File: config.mk
export PLATFORM = sky130hd
export DESIGN_NAME = shifter_arbiter
export DESIGN_NICKNAME = d
export VERILOG_FILES = /design/src/rtl/shifter_arbiter.sv
export SDC_FILE = /design/constraint.sdc
export NUM_CORES = 1
export LEC_CHECK = 0
export ABC_AREA = 1
export ABC_CLOCK_PERIOD_IN_PS = 1580
export BUFFER_PORTS_ARGS = -buffer_cell sky130_fd_sc_hd__buf_2
export CORE_UTILIZATION = 47
export DETAILED_ROUTE_END_ITERATION = 10
export PLACE_DENSITY = 0.93
export SLEW_MARGIN = 15
export SYNTH_ARGS = -nofsm -noshare
export SYNTH_HDL_FRONTEND = slang
export SYNTH_SLANG_ARGS = --single-unit
File: constraint.sdc
create_clock -name clk -period 1.58 [get_ports clk]
set_input_delay 0.158 -clock clk [delete_from_list [all_inputs] [get_ports clk]]
set_output_delay 0.158 -clock clk [all_outputs]
set_load 0.03 [all_outputs]
File: src/rtl/shifter_arbiter.sv
// shifter_arbiter: two-port round-robin sequencer for a shared combinational barrel shifter
// Ports: req0_*/req1_* valid/ready request handshakes (operand, amount, op code);
//        bs_a/bs_op1/bs_op2 registered shifter operands, bs_y shifter result;
//        rsp_valid/rsp_ready response handshake carrying rsp_id and rsp_data.
module shifter_arbiter #(
  parameter int WIDTH = 16,
  parameter int SHW = $clog2(WIDTH)
) (
  input  logic             clk,
  input  logic             rst,
  input  logic             req0_valid,
  output logic             req0_ready,
  input  logic [WIDTH-1:0] req0_a,
  input  logic [SHW-1:0]   req0_amt,
  input  logic [1:0]       req0_op,
  input  logic             req1_valid,
  output logic             req1_ready,
  input  logic [WIDTH-1:0] req1_a,
  input  logic [SHW-1:0]   req1_amt,
  input  logic [1:0]       req1_op,
  output logic [WIDTH-1:0] bs_a,
  output logic [SHW-1:0]   bs_op1,
  output logic [1:0]       bs_op2,
  input  logic [WIDTH-1:0] bs_y,
  output logic             rsp_valid,
  output logic             rsp_id,
  output logic [WIDTH-1:0] rsp_data,
  input  logic             rsp_ready
);
  typedef enum logic [1:0] {IDLE, SHIFT, RESP} state_t;
  state_t state;
  logic last_grant, settle, sel0, sel1;
  // On contention the requester not granted last wins; a lone valid always wins.
  always_comb begin
    sel0 = req0_valid & (~req1_valid | last_grant);
    sel1 = req1_valid & (~req0_valid | ~last_grant);
  end
  assign req0_ready = (state == IDLE) & sel0;
  assign req1_ready = (state == IDLE) & sel1;
  // SHIFT spans two edges: bs_* stay settled on the shifter inputs for one full
  // cycle before bs_y is sampled, giving four cycles between accepts.
  always_ff @(posedge clk or posedge rst) begin
    if (rst) begin
      state      <= IDLE;
      last_grant <= 1'b1;
      settle     <= 1'b0;
      bs_a       <= '0;
      bs_op1     <= '0;
      bs_op2     <= '0;
      rsp_valid  <= 1'b0;
      rsp_id     <= 1'b0;
      rsp_data   <= '0;
    end else begin
      case (state)
        IDLE: if (req0_ready | req1_ready) begin
          bs_a       <= req1_ready ? req1_a : req0_a;
          bs_op1     <= req1_ready ? req1_amt : req0_amt;
          bs_op2     <= req1_ready ? req1_op : req0_op;
          rsp_id     <= req1_ready;
          last_grant <= req1_ready;
          settle     <= 1'b0;
          state      <= SHIFT;
        end
        SHIFT: if (settle) begin
          rsp_data  <= bs_y;
          rsp_valid <= 1'b1;
          state     <= RESP;
        end else begin
          settle <= 1'b1;
        end
        RESP: if (rsp_ready) begin
          rsp_valid <= 1'b0;
          state     <= IDLE;
        end
        default: state <= IDLE;
      endcase
    end
  end
endmodule

==> key figures <==
Run status
  • Status: finished clean

Critical path
  • WP buf/inv: 4
  • Worst r2r src: last_grant
  • CP peak stage delay: 0.54 ns
  • Setup CP Type: reg2out
  • Critical Path Sink Type: primary output
  • WP data arrival: roughly 1.4 ns
  • Worst path cell trace: inv_1 -> nand2_2 -> nand3_4 -> buf_12 -> inv_2 -> buf_6
  • Crit path max-delay cell type: dfstp_2
  • CP top delay family: flip-flops
  • CP Data Required Time: 1.42 ns
  • CP startpoint kind: register
  • Crit. Startpoint: last_grant
  • Crit Path Max Fanout: 5

Floorplan
  • Initial core utilization: a little under 50%
  • Top-level port count: 107
  • Die Wd: 71.9 um
  • Die area: 0.00517 mm2
  • CORE AREA: 0.00472 mm2
  • Cell Rows: 25
  • Die Ht: 71.9 um

Drt
  • Initial DRC count: 193
  • Vias/cell: roughly 5
  • Drt total wl: 6.00 mm
  • Vias: between 2000 and 2500
  • Residual DRC: 0
  • Drt wl/cell: 12.8 um
  • Routed Antenna Nets: 0
  • DR pass1 iterations: 4

Finish
  • Final Cell Area: 0.00310 mm2
  • Antenna Cells: 0
  • Area delta synth->final: 35.1%
  • Fraction of final layout cells with drive strength greater than 1: 37.7%
  • Most common cell after layout, fill and taps aside: buf_2
  • Non-Filler Instances: 468
  • Most frequent cells in the layout: buf_2 (104), nand2_1 (83), nand3_1 (52)
  • Fin nets: 465

GRT
  • Largest net degree at the start of global routing: 33
  • Initial antenna violation count: 0
  • Global-route wire length before repair: about 9.6 mm
  • Grt ovf: 0
  • Global Route Usage Sum: 23.6%
  • Vias in the first global route: around 2200

Placed design
  • Placed Area: 0.00289 mm2
  • Port bufs: 106
  • Post-detail-place hpwl: 4.31 mm
  • Placed insts: around 460
  • Gpl congestion: 0.841

Yosys
  • Syn avg cell area: 7.91 um2
  • Synthesized area: 0.00229 mm2
  • Syn nets: 355
  • Seq/Total Area, Yosys: 48.0%
  • Mapped Cells: 290
  • Seq cells post-synth: 44
  • Yosys warns: 0
  • Yosys cell types: 17

Clocking
  • H-tree depth: 2
  • Clock transition at the register clock pins on the worst setup and hold paths after CTS: 0.08 ns
  • Root buf cell: clkbuf_8
  • Max clock buf depth: 2
  • CTS Sinks: 44
  • Cts bufs inserted: 5
  • Worst skew pair latency: 0.29 ns
  • CTS tree: done

Timing
  • Final Skew: 0.00867 ns
  • Slew Limit Fails: 0
  • Final setup vio count: 0
  • Max Clock Freq: 651 MHz
  • Endpoints failing hold: 0
  • Tcrit/Tclk final: 97.3%
  • Fin crit period: roughly 1.5 ns
  • Slew margin rel.: ~70%
  • Slew @ Worst Pin: 0.430 ns

Worst hold path
  • Worst hold path type: in2reg
  • HP Start: rsp_ready

Job
  • Max Cap Viol: 0

Power
  • VDD IR max: 0.998 mV
  • Power Dens Cells: 2140 mW/mm2
  • P_leak: between 1.5 and 2 nW
what timing repair did:
item,in CTS,in global routing
setup buffers,0,4
hold endpoints to repair,18,0
resized for setup,8,5
hold buffers,1,0
endpoints found under the setup margin,2,2
pin swaps,1,2
Yosys cell counts, drive strengths merged:
library cell	count	area, um2
nand4	22	138
nand3	64	388
inv	50	188
buf	13	88.8
dfstp	1	26.3
nand2	86	328
nor2	2	22.5
o21bai	1	7.51
dfrtp	43	1080
clkbuf	6	22.5
o21ai	2	10.0
logic make-up after synthesis:
| kind of cell | synth area share, % |
|---|---|
| buf+inv | 13.0 |
| simple gates | 38.2 |
| flops | 48.0 |
| compound gates | 0.763 |
final timing paths:
kind | end | slack, ns | depth (start not counted)
hold reg to reg | rsp_data[4] | 0.47 | 2
setup / recovery | req0_ready | 0.04 | 6
hold / removal | state[1] | 0.07 | 2
setup reg to reg | bs_a[7] | 0.18 | 7
max in group asynchronous | bs_op1[2] | 0.63 | 4
min in group asynchronous | bs_a[1] | 0.40 | 3
stage by stage:
step / power (mW) / utilization, % / setup WS, ns / setup TNS (ns) / hold WS, ns
floorplan: 4.60 / - / 0.278 / 0 / 0.249
global placement: 5.47 / 61.2 / 0.205 / 0 / 0.179
detailed placement: 5.59 / 61.2 / 0.131 / 0 / 0.186
CTS: 6.53 / 64.6 / 0.00848 / 0 / 0.0651
global route: 7.06 / 65.6 / -0.0112 / -0.0112 / 0.0667
finish: 6.62 / 65.6 / 0.0432 / 0 / 0.0660
metal layers:
layer  GRT usage [%]  vias to the layer above  part of all wire, %
met1            31.7                     1086                   42
met3            2.81                       16                  4.6
li1                -                     1145                    -
met4            9.59                        0                  2.7
met2            39.0                       91                   51
met5               0                        -                    0
power by group:
part	leakage [nW]	switching, mW	internal [mW]
sequential	0.533	0.334	1.70
combinational	1.28	2.51	1.16
clock	0.0614	0.393	0.517
flip-flops by register name, summed over array words and instances, names as in the netlist:
register    flops
last_grant      1
rsp_id          1
rsp_data       16
bs_op1          4
bs_a           16
state           2
bs_op2          2
rsp_valid       1
settle          1
area by class of cell:
cell class / count / area (um2)
Fill cell: 376 / 1620
Sequential cell: 44 / 1100
Multi-Input combinational cell: 177 / 903
Timing Repair Buffer: 122 / 699
Inverter: 50 / 188
Tap cell: 67 / 83.8
Clock buffer: 6 / 82.6
Clock inverter: 2 / 38.8
No activity file was read; power rests on OpenSTA's default activity.
